$ cat src/rtl/prefetch_pkg.sv
// Shared state encoding and default widths for the prefetch remaining-transfer counter.
package prefetch_pkg;

   localparam int CNT_W_DEF  = 23;
   localparam int STEP_W_DEF = 3;
   localparam int SEG_W_DEF  = 7;

   typedef enum logic [1:0] {
      ST_IDLE = 2'd0,
      ST_RUN  = 2'd1,
      ST_DONE = 2'd2
   } state_t;

endpackage

$ cat src/rtl/remain_sub.sv
// Combinational remain - step subtractor: full subtract on the low STEP_W bits,
// then a half-subtract borrow chain in SEG_W segments with per-segment lookahead.
module remain_sub
   import prefetch_pkg::*;
#(
   parameter int CNT_W  = CNT_W_DEF,
   parameter int STEP_W = STEP_W_DEF,
   parameter int SEG_W  = SEG_W_DEF
) (
   input  logic [CNT_W-1:0]  i_a,
   input  logic [STEP_W-1:0] i_b,
   output logic [CNT_W-1:0]  o_diff,
   output logic              o_borrow
);

   localparam int UP_W = CNT_W - STEP_W;
   localparam int NSEG = (UP_W + SEG_W - 1) / SEG_W;

   logic [STEP_W:0] w_low;
   logic [NSEG:0]   w_seg_b;

   assign w_low               = {1'b0, i_a[STEP_W-1:0]} - {1'b0, i_b};
   assign o_diff[STEP_W-1:0]  = w_low[STEP_W-1:0];
   assign w_seg_b[0]          = w_low[STEP_W];
   assign o_borrow            = w_seg_b[NSEG];

   for (genvar s = 0; s < NSEG; s++) begin : g_seg
      localparam int LO  = STEP_W + s * SEG_W;
      localparam int HI  = (LO + SEG_W - 1 < CNT_W - 1) ? (LO + SEG_W - 1) : (CNT_W - 1);
      localparam int LEN = HI - LO + 1;

      logic [LEN-1:0] w_chain;

      assign w_chain[0] = w_seg_b[s];

      for (genvar k = 0; k < LEN; k++) begin : g_bit
         assign o_diff[LO+k] = i_a[LO+k] ^ w_chain[k];
         if (k < LEN - 1) begin : g_prop
            assign w_chain[k+1] = w_chain[k] & ~i_a[LO+k];
         end
      end

      // A borrow only leaves the segment when every bit in it is zero.
      assign w_seg_b[s+1] = w_seg_b[s] & ~(|i_a[HI:LO]);
   end

endmodule

$ cat src/rtl/prefetch_remain_ctr.sv
// Remaining-transfer counter for the prefetch path: loaded with a length,
// decremented per accepted beat, flags last beat, completion and overrun.
module prefetch_remain_ctr
   import prefetch_pkg::*;
#(
   parameter int CNT_W  = CNT_W_DEF,
   parameter int STEP_W = STEP_W_DEF,
   parameter int SEG_W  = SEG_W_DEF
) (
   input  logic              sys_clk,
   input  logic              reset,
   input  logic              load,
   input  logic [CNT_W-1:0]  load_cnt,
   input  logic              abort,
   input  logic              step_valid,
   input  logic [STEP_W-1:0] step,
   output logic              step_ready,
   output logic [CNT_W-1:0]  remain,
   output logic              last,
   output logic              busy,
   output logic              done,
   output logic              overrun
);

   localparam logic [CNT_W-1:0] STEP_MAX = CNT_W'((2 ** STEP_W) - 1);
   localparam logic [CNT_W-1:0] CNT_ZERO = {CNT_W{1'b0}};

   state_t           r_state;
   state_t           w_state_nxt;
   logic [CNT_W-1:0] r_remain;
   logic [CNT_W-1:0] w_remain_nxt;
   logic [CNT_W-1:0] w_diff;
   logic             w_borrow;
   logic             r_last;
   logic             w_last_nxt;
   logic             r_overrun;
   logic             w_overrun_nxt;

   remain_sub #(
      .CNT_W  (CNT_W),
      .STEP_W (STEP_W),
      .SEG_W  (SEG_W)
   ) u_remain_sub (
      .i_a      (r_remain),
      .i_b      (step),
      .o_diff   (w_diff),
      .o_borrow (w_borrow)
   );

   // State register
   always_ff @(posedge sys_clk or posedge reset) begin
      if (reset) begin
         r_state <= ST_IDLE;
      end else begin
         r_state <= w_state_nxt;
      end
   end

   // Next state and next datapath values; abort beats load beats step
   always_comb begin
      w_state_nxt   = r_state;
      w_remain_nxt  = r_remain;
      w_overrun_nxt = r_overrun;
      if (abort) begin
         w_state_nxt  = ST_IDLE;
         w_remain_nxt = CNT_ZERO;
      end else if (load) begin
         w_overrun_nxt = 1'b0;
         if (load_cnt != CNT_ZERO) begin
            w_state_nxt  = ST_RUN;
            w_remain_nxt = load_cnt;
         end else begin
            w_state_nxt  = ST_DONE;
            w_remain_nxt = CNT_ZERO;
         end
      end else begin
         case (r_state)
            ST_IDLE: begin
               w_state_nxt = ST_IDLE;
            end
            ST_RUN: begin
               if (step_valid && w_borrow) begin
                  w_state_nxt   = ST_DONE;
                  w_remain_nxt  = CNT_ZERO;
                  w_overrun_nxt = 1'b1;
               end else if (step_valid && (w_diff == CNT_ZERO)) begin
                  w_state_nxt  = ST_DONE;
                  w_remain_nxt = CNT_ZERO;
               end else if (step_valid) begin
                  w_remain_nxt = w_diff;
               end else begin
                  w_state_nxt = ST_RUN;
               end
            end
            ST_DONE: begin
               w_state_nxt = ST_IDLE;
            end
            default: begin
               w_state_nxt  = ST_IDLE;
               w_remain_nxt = CNT_ZERO;
            end
         endcase
      end
      w_last_nxt = (w_state_nxt == ST_RUN) && (w_remain_nxt != CNT_ZERO) &&
                   (w_remain_nxt <= STEP_MAX);
   end

   // Datapath registers
   always_ff @(posedge sys_clk or posedge reset) begin
      if (reset) begin
         r_remain  <= CNT_ZERO;
         r_last    <= 1'b0;
         r_overrun <= 1'b0;
      end else begin
         r_remain  <= w_remain_nxt;
         r_last    <= w_last_nxt;
         r_overrun <= w_overrun_nxt;
      end
   end

   // State-decoded handshake and status outputs
   always_comb begin
      step_ready = 1'b0;
      busy       = 1'b0;
      done       = 1'b0;
      case (r_state)
         ST_RUN: begin
            step_ready = 1'b1;
            busy       = 1'b1;
         end
         ST_DONE: begin
            busy = 1'b1;
            done = 1'b1;
         end
         default: begin
            busy = 1'b0;
         end
      endcase
   end

   assign remain  = r_remain;
   assign last    = r_last;
   assign overrun = r_overrun;

endmodule
$ cat config.mk
export PLATFORM = sky130hd
export DESIGN_NAME = prefetch_remain_ctr
export DESIGN_NICKNAME = d
export VERILOG_FILES = /design/src/rtl/prefetch_pkg.sv /design/src/rtl/remain_sub.sv /design/src/rtl/prefetch_remain_ctr.sv
export SDC_FILE = /design/constraint.sdc
export NUM_CORES = 1
export LEC_CHECK = 0
export CAP_MARGIN = 10
export CORE_ASPECT_RATIO = 1.25
export CORE_MARGIN = 2
export CORE_UTILIZATION = 45
export CTS_CLUSTER_SIZE = 30
export DETAILED_ROUTE_END_ITERATION = 10
export PLACE_DENSITY = 0.76
export REMOVE_ABC_BUFFERS = 1
export SETUP_SLACK_MARGIN = 0.2
export SLEW_MARGIN = 20
export SYNTH_ARGS = -nofsm -noshare
export SYNTH_HDL_FRONTEND = slang
export SYNTH_SLANG_ARGS = --single-unit
$ cat constraint.sdc
create_clock -name sys_clk -period 5.8 [get_ports sys_clk]
set_input_delay 1.45 -clock sys_clk [delete_from_list [all_inputs] [get_ports sys_clk]]
set_output_delay 1.45 -clock sys_clk [all_outputs]
set_load 0.05 [all_outputs]
### After elaboration in Yosys (flattened, before gate mapping)

Cells that the tools add are included.

| storage, ports and cells | value |
|---|---|
| output and inout bits | 28 |
| bits in registers | 27 |
| bits of input ports | 31 |

| cells by class | value |
|---|---|
| reductions and logical operators | 16 |
| order comparisons | 1 |
| add/sub/neg operators | 1 |
| bitwise operators | 61 |
| muxes and demuxes | 20 |
| eq/ne operators | 3 |

Operator list:

| kind | count |
|---|---|
| 23-bit 2-to-1 mux | 6 |
| 23-bit one-hot mux with 2 select lines | 1 |
| 23-bit nonzero test | 2 |
| 23-bit by 3-bit <= comparator with 1-bit output, second input constant | 1 |
| 23-bit zero test | 1 |
| 1-bit NOT | 21 |
| 1-bit AND | 20 |
| 1-bit XOR | 20 |
| 2-bit 2-to-1 mux | 7 |
| 7-bit OR reduction | 2 |
| 1-bit 2-to-1 mux | 6 |
| 6-bit OR reduction | 1 |
| 2-bit by 1-bit == test with 1-bit output, second input constant | 2 |
| 1-bit logical AND | 4 |
| 2-bit nonzero test | 2 |
| 2-bit OR reduction | 2 |
| 3-bit by 3-bit subtractor with 4-bit output | 1 |
| 3-bit AND reduction | 1 |
| 2-bit == test, second input constant | 1 |
| 2-bit zero test | 1 |

### Logic depth before layout (Yosys ltp)

Gate-level depths: netlist of the first run.

| logic depth | value |
|---|---|
| depth after elaboration | 20 |
| mapped depth | 18 |
| depth with buffers taken out | 18 |

### By module

From an unflattened synthesis of the first run, not the netlist that was laid out.

| second synthesis, totals | value |
|---|---|
| cell total of the unflattened synthesis | 234 |
| area, all modules | 2,072.0 µm² |

Modules (own cells, without submodules):

| module | area each (µm²) | sequential area each (µm²) | times used | cells an instance |
|---|---|---|---|---|
| prefetch_remain_ctr | 1,506.4 | 675.6 | 1 | 155 |
| remain_sub | 565.5 | 0.0 | 1 | 79 |

### Worst setup path after synthesis of the first run

No wires, ideal clock.

| timing path | value |
|---|---|
| kind | input-to-reg |
| from | in step[1] |
| to | reg r_last, in the netlist last |
| arrival time | 4.455 ns |
| slack | 1.250 ns |
| required time | 5.704 ns |
| buffers on the path | 0 |
| cell stages on the path | 18 |
| cell sequence | inv_1 -> ha_1 -> nor2b_1 -> o21ai_1 -> nor2b_1 -> ha_1 -> ha_1 -> ha_1 -> ha_1 -> ha_1 -> ha_1 -> nand4_1 -> nor4_1 -> nand3_1 -> a41oi_1 -> nor4_1 -> or4b_1 -> nor4_2 |

| on the way | value |
|---|---|
| longest elaborated chain between the ends | 19 |
| elaborated cells on any way between the ends | 60 |
| those cells by class | 1 x add/sub; 1 x order compare; 1 x eq/ne; 11 x mux; 40 x bitwise; 6 x reduce/logical |

Ends and longest elaborated chain:

| element | RTL line | source |
|---|---|---|
| from (decl) | prefetch_remain_ctr.sv:16 | `input logic [STEP_W-1:0] step,` |
| 3-bit by 3-bit subtractor with 4-bit output (*) | remain_sub.sv:22 | `assign w_low = {1'b0, i_a[STEP_W-1:0]} - {1'b0, i_b};` |
| branches (longest 17 deep; another with 23-bit zero test) | -- |  |
| 1-bit logical AND (*) | prefetch_remain_ctr.sv:104 | `w_last_nxt = (w_state_nxt == ST_RUN) && (w_remain_nxt != CNT_ZERO) &&` |
| named net w_last_nxt | prefetch_remain_ctr.sv:35 | `logic w_last_nxt;` |
| to (signal assigned) | prefetch_remain_ctr.sv:116 | `r_last <= w_last_nxt;` |
| to (decl) | prefetch_remain_ctr.sv:34 | `logic r_last;` |

Mark *: on every way through the listed nets, which the timed path passes.
A chain may end at the register's enable or synchronous reset.

### Worst setup path in the final report of the first run

Same ends and word-level chain as after synthesis.

==> flow_metrics.env, run 1 <==
export IMPL_p_leak_nw=1.23
export IMPL_nFillCells=433
export IMPL_place_gp_congestion=1.01
export IMPL_synth_warnings=0
export IMPL_p_int_w=0.000341
export IMPL_num_io_pins=59
export IMPL_fin_cells=378
export IMPL_sw_frac_of_total=0.401
export IMPL_maxSlewViolCount=0
export IMPL_powerDensity_nw_per_um2=196
export IMPL_crit_type="input pin to register"
export IMPL_synth_cells=263
export IMPL_fin_crit_ps=5170
export IMPL_synth_cell_area_um2=2220
export IMPL_port_buffers=58
export IMPL_start_util=0.469
export IMPL_hold_path_class="register to register"
export IMPL_wirelength_um=8480
export IMPL_max_stage_delay_ps=480
export IMPL_place_ws_ps=391
export IMPL_setup_tns_ps=0
export IMPL_cts_hold_buf=0
export IMPL_post_cts_buffers=0
export IMPL_grt_max_degree=28
export IMPL_diodes=0
export IMPL_setup_viol=0
export IMPL_p_comb_frac=0.426
export IMPL_antenna_left=0
export IMPL_synth_xor_area_frac=0.0158
export IMPL_final_layout_size_suffix_gt1_frac=0.0409
export IMPL_drc=0
export IMPL_core_um2=4730
export IMPL_grt_ovfl_total=0
export IMPL_synth_edf_count=0
export IMPL_dp_cells=374
export IMPL_drt_first_iter_violations=195
export IMPL_root_buffer="clkbuf_8"
export IMPL_track_usage=0.323
export IMPL_cpMaxStageDelayCell="or4b_1"
export IMPL_synthSimpleGateAreaFrac=0.253
export IMPL_sequentialPowerShare=0.374
export IMPL_h_tree_depth=1
export IMPL_clkPwrFrac=0.200
export IMPL_path_depth=19
export IMPL_vias=2378
export IMPL_synth_avg_cell_area_um2=8.43
export IMPL_nNetsFinal=374
export IMPL_reg2reg_depth=17
export IMPL_worstMarginPinSlew_ps=1180
export IMPL_wl_per_cell_um=22.4
export IMPL_whs_ps=512
export IMPL_regToRegSetupSlack_ps=1880
export IMPL_viasPerCell=6.29
export IMPL_slew_headroom=0.212
export IMPL_end_kind="register"
export IMPL_synth_cell_types=46
export IMPL_most_common_layout_cells="clkdlybuf4s50_1 (58), inv_1 (27), dfrtp_1 (27)"
export IMPL_grt_pass1_vias=2342
export IMPL_crit_arrival_ps=5360
export IMPL_status="completed"
export IMPL_synth_area_mux_share=0
export IMPL_start_kind="input pin"
export IMPL_hold_viol=0
export IMPL_grt_first_pass_wirelength_um=12800
export IMPL_antenna_found_initial=0
export IMPL_r2r_end="last$_DFF_PP0_"
export IMPL_rows=28
export IMPL_cp_required_ps=5990
export IMPL_mostFrequentLayoutCell="clkdlybuf4s50_1"
export IMPL_fin_skew_ps=3.88
export IMPL_fin_area_um2=2910
export IMPL_synth_top_family_by_area="simple AND/OR/NAND/NOR gates"
export IMPL_post_route_period_util=0.891
export IMPL_placed_area_um2=2860
export IMPL_clockBufferDepth=2
export IMPL_cp_max_fo=4
export IMPL_dr_pass1_iters=7
export IMPL_crit_family="simple AND/OR/NAND/NOR gates"
export IMPL_cts_tree="yes"
export IMPL_synthToLayoutAreaGrowth_pct=31.2
export IMPL_place_hpwl_um=6510
export IMPL_clkLatencyLatePin_ps=280
export IMPL_cp_buffers_inverters=2
export IMPL_maxCapViolCount=0
export IMPL_ys_flop_type="dfrtp_1"
export IMPL_worstSetupEndpoint="last$_DFF_PP0_"
export IMPL_reg2reg_from="remain[1]$_DFF_PP0_"
export IMPL_peakVddDrop_uv=122
export IMPL_die_w_um=66.8
export IMPL_synth_seq_cells=27
export IMPL_layout_setup_ws_ps=632
export IMPL_yosysSeqAreaShare=0.305
export IMPL_synth_compound_area_frac=0.219
export IMPL_die_h_um=82.5
export IMPL_rsz0062_at_grt="no"
export IMPL_worstPathCellList="clkdlybuf4s50_1 -> inv_1 -> ha_1 -> nor2b_1 -> o21ai_1 -> nor2b_1 -> ha_1 -> ha_1 -> ha_1 -> ha_1 -> ha_1 -> ha_1 -> nor2b_1 -> nor4_1 -> nand3_1 -> a41oi_1 -> nor4_1 -> or4b_1 -> nor4_2"
export IMPL_dieArea_um2=5510
export IMPL_cpMostUsedCell="ha_1"
export IMPL_path_clk_slew_ps=100
export IMPL_critPathLaunch="step[1]"
export IMPL_p_switching_w=0.000228
export IMPL_cts_made_buffers=3
export IMPL_ctsResizeCount=0
export IMPL_synthAdderAreaFrac=0.139
export IMPL_async_flop_share=1.00
export IMPL_timing_fmax_ghz=0.194
export IMPL_clock_sinks=27
[cells in the mapped netlist, types with 4 or more instances]
cell type / count / area share
inv_1: 28 / 0.047
dfrtp_1: 27 / 0.30
ha_1: 23 / 0.13
and2_1: 7 / 0.020
o31ai_1: 8 / 0.027
nor4_1: 12 / 0.034
o21ai_0: 8 / 0.018
a22oi_1: 11 / 0.037
nor2b_1: 6 / 0.017
a22o_1: 4 / 0.016
nand2_1: 21 / 0.036
a32oi_1: 4 / 0.016
nand4_1: 4 / 0.011
nor2_1: 17 / 0.029
nand3_1: 5 / 0.011
a21oi_1: 16 / 0.036
nor3_1: 6 / 0.014
clkbuf_1: 10 / 0.017
[kinds of logic (layout without fill, tap and decap cells)]
logic type | count (synthesis) | after routing
AOI/OAI and AO/OA | 70 | 70
adders and majority gates | 24 | 24
DFF | 27 | 27
buffers and inverters | 40 | 95
and+or+nand+nor | 98 | 98
xor gates and xnor gates | 4 | 4
[worst min-delay path: cells and delay by family, from the launching register on]
family | cells | cell delay (ps)
flip-flops | 1 | 360
AND/OR/NAND/NOR | 1 | 70
AO/OA/AOI/OAI | 1 | 40
[worst min-delay path by stage]
stage,start,to,cells past startpoint
after floorplan,r_state[0]$_DFF_PP0_,remain[9]$_DFF_PP0_,3
after global routing,overrun$_DFFE_PP0P_,overrun$_DFFE_PP0P_,2
after detailed placement,overrun$_DFFE_PP0P_,overrun$_DFFE_PP0P_,2
after CTS,overrun$_DFFE_PP0P_,overrun$_DFFE_PP0P_,2
after global placement,overrun$_DFFE_PP0P_,overrun$_DFFE_PP0P_,2
final,overrun$_DFFE_PP0P_,overrun$_DFFE_PP0P_,2
[layer usage]
layer	vias up	GRT usage	part of all wire
li1	1081	-	-
met1	1137	0.433	0.41
met2	138	0.547	0.49
met3	22	0.0217	0.067
met4	0	0.118	0.029
met5	-	0	0
[flip-flops by register name (all words and copies together), names as in the netlist]
register,count
last,1
overrun,1
r_state,2
remain,23
[cell type report]
cell class / instances / area [um2] / area share
timing repair buffer: 63 / 618 / 0.213
multi-input combinational: 196 / 1390 / 0.477
clock buffer: 4 / 45.0 / 0.0155
sequential: 27 / 676 / 0.232
inverter: 28 / 105 / 0.0362
tap: 60 / 75.1 / 0.0258
[per-stage QoR]
stage          power [W]   util
3_5_place_dp    0.000455  0.605
6_report        0.000570  0.615
4_1_cts         0.000568  0.615
5_1_grt         0.000596  0.615
3_3_place_gp    0.000455  0.605
2_1_floorplan   0.000353      -
[power groups by stage]
stage	clock [W]	combinational [W]	sequential [W]
after global routing	0.000122	0.000260	0.000215
after CTS	0.000115	0.000240	0.000213
after global placement	0	0.000238	0.000217
after detailed placement	0	0.000238	0.000217
final	0.000114	0.000243	0.000213
after floorplan	0	0.000105	0.000248
(Power assumes the default switching activity.)
==> run 2: changes to the inputs <==
--- a/config.mk
+++ b/config.mk
@@ -11,6 +11,7 @@
 export CORE_UTILIZATION = 45
 export CTS_CLUSTER_SIZE = 30
 export DETAILED_ROUTE_END_ITERATION = 10
+export GPL_ROUTABILITY_DRIVEN = 0
 export PLACE_DENSITY = 0.76
 export REMOVE_ABC_BUFFERS = 1
 export SETUP_SLACK_MARGIN = 0.2
==> run 2 against run 1 <==
Effect of this change: fmax up 1.7%; clock skew rose by 2.1 ps; sequential share of layout area is the same; design area unchanged; first-iteration DRC count shrank 15%; hold slack gained 8.3 ps; register-to-register slack gained 60 ps; critical endpoint unchanged; largest power group unchanged; core utilization did not move; worst setup slack improved by 88 ps.
==> flow_metrics.env, run 2 (synthesis gave the netlist of run 1 again) <==
export IMPL_status="completed"
export IMPL_clkLatencyLatePin_ps=280
export IMPL_min_delay_start="overrun$_DFFE_PP0P_"
export IMPL_root_buffer="clkbuf_8"
export IMPL_drc=0
export IMPL_cts_made_buffers=3
export IMPL_cpMaxStageDelayCell="or4b_1"
export IMPL_clockBufferDepth=2
export IMPL_track_usage=0.289
export IMPL_vias=2424
export IMPL_rsz0062_at_grt="no"
export IMPL_worstMarginPinSlew_ps=993
export IMPL_core_um2=4730
export IMPL_cts_tree="yes"
export IMPL_cp_required_ps=5990
export IMPL_post_cts_buffers=0
export IMPL_viasPerCell=6.41
export IMPL_fin_crit_ps=5080
export IMPL_sw_frac_of_total=0.392
export IMPL_setup_tns_ps=0
export IMPL_p_switching_w=0.000220
export IMPL_end_kind="register"
export IMPL_drt_first_iter_violations=165
export IMPL_cpMostUsedCell="ha_1"
export IMPL_rows=28
export IMPL_path_clk_slew_ps=90
export IMPL_timing_fmax_ghz=0.197
export IMPL_crit_arrival_ps=5270
export IMPL_num_io_pins=59
export IMPL_critPathLaunch="step[1]"
export IMPL_most_common_layout_cells="clkdlybuf4s50_1 (58), inv_1 (27), dfrtp_1 (27)"
export IMPL_antenna_found_initial=0
export IMPL_dp_cells=374
export IMPL_fin_skew_ps=5.95
export IMPL_maxCapViolCount=0
export IMPL_worstPathCellList="clkdlybuf4s50_1 -> inv_1 -> ha_1 -> nor2b_1 -> o21ai_1 -> nor2b_1 -> and3_1 -> ha_1 -> ha_1 -> ha_1 -> ha_1 -> ha_1 -> nand4b_1 -> nor4_1 -> nand3_1 -> a41oi_1 -> nor4_1 -> or4b_1 -> nor4_2"
export IMPL_wirelength_um=7430
export IMPL_post_route_period_util=0.876
export IMPL_max_stage_delay_ps=490
export IMPL_grt_pass1_vias=2340
export IMPL_layout_setup_ws_ps=720
export IMPL_crit_type="input pin to register"
export IMPL_powerDensity_nw_per_um2=193
export IMPL_cp_max_fo=4
export IMPL_synthToLayoutAreaGrowth_pct=31.2
export IMPL_ctsResizeCount=0
export IMPL_sequentialPowerShare=0.381
export IMPL_start_kind="input pin"
export IMPL_mostFrequentLayoutCell="clkdlybuf4s50_1"
export IMPL_wl_per_cell_um=19.7
export IMPL_start_util=0.469
export IMPL_nNetsFinal=374
export IMPL_diodes=0
export IMPL_grt_first_pass_wirelength_um=11700
export IMPL_place_hpwl_um=5700
export IMPL_clock_sinks=27
export IMPL_die_h_um=82.5
export IMPL_final_layout_size_suffix_gt1_frac=0.0409
export IMPL_p_comb_frac=0.415
export IMPL_p_leak_nw=1.23
export IMPL_place_ws_ps=495
export IMPL_grt_ovfl_total=0
export IMPL_clkPwrFrac=0.204
export IMPL_peakVddDrop_uv=91.5
export IMPL_dieArea_um2=5510
export IMPL_dr_pass1_iters=7
export IMPL_nFillCells=438
export IMPL_fin_cells=378
export IMPL_final_util=0.615
export IMPL_h_tree_depth=1
export IMPL_slew_headroom=0.338
export IMPL_whs_ps=521
export IMPL_reg2reg_from="remain[1]$_DFF_PP0_"
export IMPL_maxSlewViolCount=0
export IMPL_die_w_um=66.8
export IMPL_hold_viol=0
export IMPL_p_int_w=0.000340
export IMPL_largest_reg_flops=23
export IMPL_setup_viol=0
export IMPL_grt_max_degree=28
export IMPL_port_buffers=58
export IMPL_antenna_left=0
export IMPL_cts_hold_buf=0
export IMPL_hold_path_class="register to register"
==> run 2: cell counts in the layout (fill, tap and decap cells not counted) <==
Identical to the previous run, type by type.
==> run 2: through the flow <==
step	cell area, um2	total power [W]
2_1_floorplan	2170	0.000353
3_3_place_gp	2860	0.000444
3_5_place_dp	2860	0.000444
4_1_cts	2910	0.000558
5_1_grt	2910	0.000586
6_report	2910	0.000560
==> run 2: path summary, 6_finish.rpt <==
check | endpoint | slack, ps | depth (start not counted)
setup / recovery | last$_DFF_PP0_ | 720 | 19
hold / removal | overrun$_DFFE_PP0P_ | 520 | 2
setup reg to reg | last$_DFF_PP0_ | 1940 | 17
hold reg to reg | overrun$_DFFE_PP0P_ | 520 | 2
max in group asynchronous | remain[10]$_DFF_PP0_ | 3860 | 2
min in group asynchronous | remain[15]$_DFF_PP0_ | 1540 | 2
==> run 2: layout make-up <==
cell class,instances,area (um2),area share
Multi-Input combinational cell,196,1390,0.477
Clock buffer,4,45.0,0.0155
Inverter,28,105,0.0362
Sequential cell,27,676,0.232
Timing Repair Buffer,63,618,0.213
Tap cell,60,75.1,0.0258
==> run 2: power by group through the flow <==
stage	Clock (W)	Combinational, W	Sequential (W)
after detailed placement	0	0.000228	0.000216
after CTS	0.000116	0.000229	0.000213
after global placement	0	0.000227	0.000216
after global routing	0.000120	0.000251	0.000215
after floorplan	0	0.000105	0.000248
final	0.000114	0.000232	0.000213
==> run 2: layer usage <==
metal,wire length [um],vias up,track usage
li1,-,1086,-
met3,685,31,0.0447
met5,0,-,0
met2,3510,149,0.454
met1,2890,1158,0.369
met4,344,0,0.184
==> run 2: worst max-delay path, delay by kind of cell <==
family | cells | cell delay (ps)
AOI/OAI and AO/OA | 2 | 370
adders and majority gates | 6 | 1170
buffers and inverters | 2 | 510
and+or+nand+nor | 9 | 1770
